## config.mk

```make
export PLATFORM = sky130hd
export DESIGN_NAME = hit_resolver
export DESIGN_NICKNAME = d
export VERILOG_FILES = /design/src/rtl/hit_resolver.sv
export SDC_FILE = /design/constraint.sdc
export NUM_CORES = 1
export LEC_CHECK = 0
export CAP_MARGIN = 20
export CORE_MARGIN = 10
export CORE_UTILIZATION = 36
export CTS_BUF_LIST = sky130_fd_sc_hd__clkbuf_4 sky130_fd_sc_hd__clkbuf_8 sky130_fd_sc_hd__clkbuf_16
export CTS_CLUSTER_SIZE = 20
export DETAILED_ROUTE_END_ITERATION = 10
export GPL_ROUTABILITY_DRIVEN = 0
export HOLD_SLACK_MARGIN = 0.15
export PLACE_DENSITY = 0.79
export SETUP_SLACK_MARGIN = 0.05
export SYNTH_ARGS = -nofsm -noshare
export SYNTH_HDL_FRONTEND = slang
export SYNTH_SLANG_ARGS = --single-unit
```

## constraint.sdc

```tcl
create_clock -name clk -period 2.5 [get_ports clk]
set_clock_uncertainty 0.15 [all_clocks]
set_input_delay 0.25 -clock clk [delete_from_list [all_inputs] [get_ports clk]]
set_output_delay 0.25 -clock clk [all_outputs]
set_load 0.02 [all_outputs]
```

## src/rtl/hit_resolver.sv

```systemverilog
// Two-player hit resolution: hitbox/hurtbox overlap, health, hit pulses, round end.
// Optional defender hitstun counters are built when HIT_RESOLVER_HITSTUN_EN is defined.
module hit_resolver #(
    parameter logic [6:0] MAX_HEALTH     = 7'd100,
    parameter logic [6:0] DAMAGE         = 7'd10,
    parameter logic [4:0] HITSTUN_FRAMES = 5'd12,
    parameter logic [3:0] ACTIVE_STATE   = 4'd4
) (
    input  logic       clk,
    input  logic       rst,
    input  logic       tick,
    input  logic       restart,
    input  logic [3:0] p1_state,
    input  logic [3:0] p2_state,
    input  logic [9:0] p1_hit_x1,
    input  logic [9:0] p1_hit_x2,
    input  logic [9:0] p1_hit_y1,
    input  logic [9:0] p1_hit_y2,
    input  logic [9:0] p2_hit_x1,
    input  logic [9:0] p2_hit_x2,
    input  logic [9:0] p2_hit_y1,
    input  logic [9:0] p2_hit_y2,
    input  logic [9:0] p1_hurt_x1,
    input  logic [9:0] p1_hurt_x2,
    input  logic [9:0] p1_hurt_y1,
    input  logic [9:0] p1_hurt_y2,
    input  logic [9:0] p2_hurt_x1,
    input  logic [9:0] p2_hurt_x2,
    input  logic [9:0] p2_hurt_y1,
    input  logic [9:0] p2_hurt_y2,
    output logic [6:0] p1_health,
    output logic [6:0] p2_health,
    output logic       p1_hit_pulse,
    output logic       p2_hit_pulse,
    output logic       p1_hitstun,
    output logic       p2_hitstun,
    output logic       game_over,
    output logic [1:0] winner
);

    typedef enum logic {StFight, StOver} state_t;

    state_t     r_state, w_state_next;
    logic [6:0] r_p1_health, r_p2_health, w_p1_health_next, w_p2_health_next;
    logic       r_p1_pulse, r_p2_pulse, w_p1_pulse_next, w_p2_pulse_next;
    logic       r_p1_consumed, r_p2_consumed, w_p1_consumed_next, w_p2_consumed_next;
    logic       r_game_over, w_game_over_next;
    logic [1:0] r_winner, w_winner_next;
    logic       w_p1_stunned, w_p2_stunned;
    logic       w_p1_cand, w_p2_cand;

    function automatic logic overlap(input logic [9:0] ax1, input logic [9:0] ax2,
                                     input logic [9:0] ay1, input logic [9:0] ay2,
                                     input logic [9:0] bx1, input logic [9:0] bx2,
                                     input logic [9:0] by1, input logic [9:0] by2);
        return (ax1 <= bx2) && (bx1 <= ax2) && (ay1 <= by2) && (by1 <= ay2);
    endfunction

    function automatic logic [6:0] sat_sub(input logic [6:0] h);
        return (h >= DAMAGE) ? h - DAMAGE : 7'd0;
    endfunction

`ifdef HIT_RESOLVER_HITSTUN_EN
    logic [4:0] r_p1_stun, r_p2_stun, w_p1_stun_next, w_p2_stun_next;
    assign w_p1_stunned = (r_p1_stun != 5'd0);
    assign w_p2_stunned = (r_p2_stun != 5'd0);
`else
    assign w_p1_stunned = 1'b0;
    assign w_p2_stunned = 1'b0;
`endif

    assign w_p1_cand = (p1_state == ACTIVE_STATE) && !r_p1_consumed && !w_p2_stunned &&
                       overlap(p1_hit_x1, p1_hit_x2, p1_hit_y1, p1_hit_y2,
                               p2_hurt_x1, p2_hurt_x2, p2_hurt_y1, p2_hurt_y2);
    assign w_p2_cand = (p2_state == ACTIVE_STATE) && !r_p2_consumed && !w_p1_stunned &&
                       overlap(p2_hit_x1, p2_hit_x2, p2_hit_y1, p2_hit_y2,
                               p1_hurt_x1, p1_hurt_x2, p1_hurt_y1, p1_hurt_y2);

    always_comb begin
        w_state_next       = r_state;
        w_p1_health_next   = r_p1_health;
        w_p2_health_next   = r_p2_health;
        w_p1_pulse_next    = 1'b0;
        w_p2_pulse_next    = 1'b0;
        w_p1_consumed_next = r_p1_consumed;
        w_p2_consumed_next = r_p2_consumed;
        w_game_over_next   = r_game_over;
        w_winner_next      = r_winner;
`ifdef HIT_RESOLVER_HITSTUN_EN
        w_p1_stun_next     = r_p1_stun;
        w_p2_stun_next     = r_p2_stun;
`endif
        unique case (r_state)
            StFight: begin
                if (tick) begin
                    // Both candidates resolve in parallel so a trade hits both players.
                    if (w_p1_cand) begin
                        w_p2_health_next = sat_sub(r_p2_health);
                        w_p2_pulse_next  = 1'b1;
                    end
                    if (w_p2_cand) begin
                        w_p1_health_next = sat_sub(r_p1_health);
                        w_p1_pulse_next  = 1'b1;
                    end
                    if (w_p1_cand)                      w_p1_consumed_next = 1'b1;
                    else if (p1_state != ACTIVE_STATE) w_p1_consumed_next = 1'b0;
                    if (w_p2_cand)                      w_p2_consumed_next = 1'b1;
                    else if (p2_state != ACTIVE_STATE) w_p2_consumed_next = 1'b0;
`ifdef HIT_RESOLVER_HITSTUN_EN
                    if (w_p2_cand)      w_p1_stun_next = HITSTUN_FRAMES;
                    else if (w_p1_stunned) w_p1_stun_next = r_p1_stun - 5'd1;
                    if (w_p1_cand)      w_p2_stun_next = HITSTUN_FRAMES;
                    else if (w_p2_stunned) w_p2_stun_next = r_p2_stun - 5'd1;
`endif
                    if ((w_p1_health_next == 7'd0) || (w_p2_health_next == 7'd0)) begin
                        w_state_next     = StOver;
                        w_game_over_next = 1'b1;
                        // Bit 1 flags P2 as a winner (P1 dead), bit 0 flags P1.
                        w_winner_next    = {w_p1_health_next == 7'd0,
                                            w_p2_health_next == 7'd0};
                    end
                end
            end
            StOver: begin
                if (restart) begin
                    w_state_next       = StFight;
                    w_p1_health_next   = MAX_HEALTH;
                    w_p2_health_next   = MAX_HEALTH;
                    w_p1_consumed_next = 1'b0;
                    w_p2_consumed_next = 1'b0;
                    w_game_over_next   = 1'b0;
                    w_winner_next      = 2'b00;
`ifdef HIT_RESOLVER_HITSTUN_EN
                    w_p1_stun_next     = 5'd0;
                    w_p2_stun_next     = 5'd0;
`endif
                end
            end
            default: w_state_next = StFight;
        endcase
    end

    always_ff @(posedge clk or posedge rst) begin
        if (rst) begin
            r_state       <= StFight;
            r_p1_health   <= MAX_HEALTH;
            r_p2_health   <= MAX_HEALTH;
            r_p1_pulse    <= 1'b0;
            r_p2_pulse    <= 1'b0;
            r_p1_consumed <= 1'b0;
            r_p2_consumed <= 1'b0;
            r_game_over   <= 1'b0;
            r_winner      <= 2'b00;
        end else begin
            r_state       <= w_state_next;
            r_p1_health   <= w_p1_health_next;
            r_p2_health   <= w_p2_health_next;
            r_p1_pulse    <= w_p1_pulse_next;
            r_p2_pulse    <= w_p2_pulse_next;
            r_p1_consumed <= w_p1_consumed_next;
            r_p2_consumed <= w_p2_consumed_next;
            r_game_over   <= w_game_over_next;
            r_winner      <= w_winner_next;
        end
    end

`ifdef HIT_RESOLVER_HITSTUN_EN
    always_ff @(posedge clk or posedge rst) begin
        if (rst) begin
            r_p1_stun <= 5'd0;
            r_p2_stun <= 5'd0;
        end else begin
            r_p1_stun <= w_p1_stun_next;
            r_p2_stun <= w_p2_stun_next;
        end
    end
`endif

    assign p1_health    = r_p1_health;
    assign p2_health    = r_p2_health;
    assign p1_hit_pulse = r_p1_pulse;
    assign p2_hit_pulse = r_p2_pulse;
    assign p1_hitstun   = w_p1_stunned;
    assign p2_hitstun   = w_p2_stunned;
    assign game_over    = r_game_over;
    assign winner       = r_winner;

endmodule

```

Word-level counts from Yosys, hierarchy flattened:

Index checks and enable logic that the tools add are counted.

* word-level logic and storage cells: 89
* output and inout port bits: 21
* register bits after elaboration: 22

* $lt $le $gt $ge: 10
* add/sub/neg operators: 2
* equal/unequal tests: 9
* bitwise logic cells: 1
* reduce and logical (&&, ||, !) cells: 19
* mux-type cells: 39

Operators by type and width (count)
* $le A10 B10 Y1: 8
* $mux W7: 11
* $pmux W7 S2: 2
* $mux W1: 18
* $ge A7 B4 Y1 const B: 2
* $logic_not A7 Y1: 2
* $sub A7 B4 Y7 const B: 2
* $logic_and A1 B1 Y1: 10
* $reduce_and A3 Y1: 3
* $eq A4 B3 Y1 const B: 2
* $ne A4 B3 Y1 const B: 2
* $pmux W1 S2: 4
* $mux W2: 3
* $ne A2 B2 Y1 const B: 3
* $ne A3 B3 Y1 const B: 2
* $pmux W2 S2: 1
* $logic_not A1 Y1: 2
* $reduce_and A2 Y1: 1
* $logic_or A1 B1 Y1: 1
* $not A1 Y1: 1

Logic depth before layout (Yosys ltp):

* depth after elaboration: 13
* gate-level depth with buffers: 12
* gate-level depth less buffers: 11

Least setup slack after synthesis:

No wires, ideal clock.

* kind: reg2reg
* start: reg r_p1_health[1], in the netlist p1_health[1]
* end: reg r_game_over, in the netlist game_over
* setup time: 0.069 ns
* buffers on the path: 0
* setup slack: -0.331 ns
* cell stages (with the launch flop): 12
* arrival: 2.611 ns
* cell sequence: dfrtp_1 -> inv_1 -> ha_1 -> inv_1 -> a21oi_1 -> nor3b_2 -> o41a_1 -> nor2b_1 -> o31ai_1 -> o41ai_2 -> or4_1 -> nand3_1

* longest elaborated chain between the ends: 9

RTL lines
* start: declaration: RTL line 44 `logic [6:0] r_p1_health, r_p2_health, w_p1_health_next, w_p2_health_next;`
* start signal: assignment: RTL line 156 `r_p1_health <= w_p1_health_next;`
* $sub A7 B4 Y7 / $ge A7 B4 Y1 (equally long branches): RTL line 60 `return (h >= DAMAGE) ? h - DAMAGE : 7'd0;`
* $mux W7: RTL line 60
* $mux W7 (*): RTL line 101 `if (w_p2_cand) begin`
* $mux W7 (*): RTL line 95 `if (tick) begin`
* $mux W7 (*): RTL line 93 `unique case (r_state)`
* $logic_not A7 Y1 (*): RTL line 115 `if ((w_p1_health_next == 7'd0) || (w_p2_health_next == 7'd0)) begin`
* $logic_or A1 B1 Y1 (*): RTL line 115
* $ne A2 B2 Y1 (no line) (*)
* $reduce_and A3 Y1 (no line) (*)
* end signal: assignment: RTL line 162 `r_game_over <= w_game_over_next;`
* end: declaration: RTL line 47 `logic r_game_over, w_game_over_next;`

Every way passes the cells marked *; elsewhere a longest branch is shown, timed or not. The select of a mux whose other input is x is not followed.
A chain may end at the register's enable or synchronous reset.

Final worst setup path:

* start: in p2_hit_x2[9]
* end: reg r_game_over, in the netlist game_over

* longest elaborated chain between the ends: 12

RTL lines
* start: declaration: RTL line 20 `input logic [9:0] p2_hit_x2,`
* $le A10 B10 Y1: RTL line 56 `return (ax1 <= bx2) && (bx1 <= ax2) && (ay1 <= by2) && (by1 <= ay2);`
* $logic_and A1 B1 Y1 (3 in a row): RTL line 56
* $logic_and A1 B1 Y1: RTL line 75 `assign w_p2_cand = (p2_state == ACTIVE_STATE) && !r_p2_consumed && !w_p1_stunned &&`
* $mux W7: RTL line 101
* $mux W7: RTL line 95
* $mux W7: RTL line 93
* $logic_not A7 Y1: RTL line 115
* $logic_or A1 B1 Y1: RTL line 115
* $ne A2 B2 Y1 (no line)
* $reduce_and A3 Y1 (no line)

Every way passes these cells. The select of a mux whose other input is x is not followed.

==> impl_metrics.json <==
{
  "outcome": "complete, but fails checks",
  "violations": "negative setup slack",
  "yosysWarningCount": 0,
  "n_fill_cell": 553,
  "cts.reportedPaths.clkPinSlew_ps": 80,
  "setup_tns_ps": -560.5,
  "grt_pass1_wl_um": 23660,
  "synth_area_per_cell_um2": 7.714,
  "relSlewSlack_pct": 44.23,
  "fmax_mhz": 371.6,
  "p_leak_nw": 3.433,
  "hold_slack_ps": 296.0,
  "hold_path.class": "in -> async",
  "layout_setup_ws_ps": -190.9,
  "numCtsBuffers": 3,
  "critPathKind": "in -> reg",
  "path_cells": "dlygate4sd2_1, inv_2, ha_4, a21oi_2, o21ai_4, a2111oi_4, buf_4, o22ai_4, buf_6, o31ai_4, o21ai_2, or4_4, nand3_2",
  "cts-htree-levels": 1,
  "synth_seq_cells": 22,
  "hold_buffers": 0,
  "fin_cells": 834,
  "dieHeight_um": 117.3,
  "place_inst": 804,
  "async_reset_ff_share_pct": 100.0,
  "syn2layout_area_growth_pct": 111.8,
  "critPathTopFamily": "compound AO/OA/AOI/OAI gates",
  "place_ws_ps": -842.1,
  "ant_nets": 0,
  "root_buffer": "clkbuf_8",
  "maxCapViolations": 0,
  "synth_ff_type": "dfrtp_1",
  "swShare_pct": 41.10,
  "multi_input_comb_area_um2": 3881,
  "grt_pass1_vias": 4749,
  "regArea_um2": 560.5,
  "vias_per_cell": 5.294,
  "rsz0062_at_grt": "true",
  "timing.final.hold_violations": 0,
  "slowest_delay_ps": 560,
  "pwr-share-seq_pct": 21.9,
  "cp_slowest_cell": "or4_4",
  "die_w_um": 117.3,
  "setup-violations-final": 4,
  "drc": 0,
  "power_frac_comb_pct": 67.6,
  "start_util_pct": 36.90,
  "drive_above_1_share_pct": 53.62,
  "arrival_ps": 2750,
  "ios": 193,
  "first_pass_iters": 4,
  "rows": 35,
  "tightest_slew_ps": 835.7,
  "path_buf_inv": 4,
  "routed_wl_um": 16490,
  "total_power_mw": 2.500,
  "nNetsFinal": 960,
  "synth_xor_xnor_area_share_pct": 0.5138,
  "synth_top_family_by_area": "adder cells",
  "synth_edf_count": 0,
  "antenna_found_initial": 2,
  "drv_slew": 0,
  "netlist_instances": 442,
  "core_region_area_um2": 9240,
  "synth_area_um2": 3410,
  "synth.area.mux_share_pct": 0.8807,
  "fin_crit_ps": 2691,
  "grtUsageTotal_pct": 20.34,
  "intPower_mw": 1.473,
  "vias": 4415,
  "pwr-share-clk_pct": 10.4,
  "portBuffers": 190,
  "die-area_um2": 13760,
  "first_iter_violations": 171,
  "clock-sinks": 22,
  "dp_hpwl_um": 11140,
  "critPathMaxFanout": 3,
  "clkLatencyLatePin_ps": 270,
  "cts_tree": "built",
  "cp-end-kind": "flip-flop",
  "power_switching_mw": 1.028,
  "synthSimpleGateAreaFrac_pct": 17.76,
  "clk_path_buf_depth": 2,
  "grt_max_degree": 23,
  "power_density_nw_per_um2": 346.3,
  "grt_overflow": 0,
  "yosysSeqAreaShare_pct": 16.37,
  "ys_types": 56,
  "peakVddDrop_v": 0.0002649,
  "synth_fa_ha_area_share_pct": 30.09,
  "required_ps": 2560,
  "wire_per_inst_um": 19.78,
  "fin_crit_sh_pct": 107.6,
  "synth-compound-area-share_pct": 22.28,
  "startpoint_type": "primary input",
  "diodes": 0
}
## per-layer routing
metal / GRT usage, % / routed length, um / vias to the layer above
met3: 4.940 / 1065 / 26
met4: 3.834 / 280 / 4
met2: 36.82 / 8487 / 204
met5: 0 / 22 / -
met1: 23.59 / 6637 / 2090
li1: - / - / 2091
## cells in the mapped netlist (8+ instances only)
cell type,n,area share [%]
nand2b_1,8,1.5
dfrtp_1,16,12
inv_1,100,11
ha_1,82,30
nand4_1,14,2.6
a211oi_1,8,1.8
o21ai_0,21,3.1
nand2_1,31,3.4
nor2_1,17,1.9
a21oi_1,30,4.4
nor3_1,14,2.1
nand3_1,9,1.3
## state kept, by name, summed over array words and instances, names as in the netlist
| signal | flops |
|---|---|
| p1_health | 7 |
| game_over | 1 |
| p2_health | 7 |
| winner | 2 |
| r_p1_consumed | 1 |
| r_p2_consumed | 1 |
| r_state | 1 |
| p2_hit_pulse | 1 |
| p1_hit_pulse | 1 |
## power groups by stage
| stage | registers (mW) | clock network, mW | logic (mW) |
|---|---|---|---|
| 6_report | 0.549 | 0.261 | 1.69 |
| 2_1_floorplan | 0.596 | 0 | 0.527 |
| 4_1_cts | 0.539 | 0.263 | 1.49 |
| 3_3_place_gp | 0.537 | 0 | 1.22 |
| 5_1_grt | 0.560 | 0.282 | 1.81 |
| 3_5_place_dp | 0.540 | 0 | 1.26 |
## cells by family (layout without fill, tap and decap cells)
logic type | after synthesis | after routing
adder cells (fa/ha/maj) | 82 | 82
AO/OA/AOI/OAI | 110 | 110
AND/OR/NAND/NOR | 115 | 115
other | 1 | 2
buffers and inverters | 107 | 369
multiplexers | 3 | 3
flip-flops | 22 | 22
XOR/XNOR | 2 | 2
## repair_timing
| item | CTS | global route |
|---|---|---|
| hold endpoints to repair | 0 | 0 |
| pin swaps | 130 | 78 |
| endpoints found under the setup margin | 21 | 15 |
| buffers inserted | 21 | 7 |
| gates resized for setup | 415 | 166 |
## final cells by class
type / instances / share of cell area (%)
Clock buffer: 4 / 0.7624
Inverter: 100 / 5.233
Multi-Input combinational cell: 314 / 53.75
Sequential cell: 22 / 7.763
Tap cell: 129 / 2.235
Timing Repair Buffer: 265 / 30.25
## worst paths after layout
path / startpoint / to / slack, ps / cells past startpoint
worst max-delay path: p2_hit_x2[9] / game_over$_DFFE_PP0P_ / -190 / 13
worst min-delay path: rst / r_p1_consumed$_DFFE_PP0P_ / 300 / 2
worst max register to register: p1_health[1]$_DFFE_PP0P_ / game_over$_DFFE_PP0P_ / -130 / 11
worst min register to register: winner[1]$_DFFE_PP0P_ / winner[1]$_DFFE_PP0P_ / 380 / 1
max in group asynchronous: rst / p2_health[5]$_DFFE_PP1P_ / 1270 / 3
min in group clk: p2_state[1] / r_p2_consumed$_DFFE_PP0P_ / 370 / 5
## stage by stage
step / instance area (um2) / util (%)
final: 7221 / 78.14
after CTS: 6882 / 74.48
after global placement: 5876 / 63.59
after detailed placement: 5876 / 63.59
after global routing: 7221 / 78.14
after floorplan: 3482 / -
## placed cells by master (no fill, tap or decap), drive strengths merged, types with 17 or more instances in the layout
cell / instances
dlygate4sd2: 56
clkdlybuf4s50: 30
nand2: 31
a21oi: 30
inv: 100
nor2: 17
clkbuf: 41
clkdlybuf4s15: 23
dlymetal6s2s: 19
ha: 82
o21ai: 24
buf: 100
No activity file was read; power rests on OpenSTA's default activity.
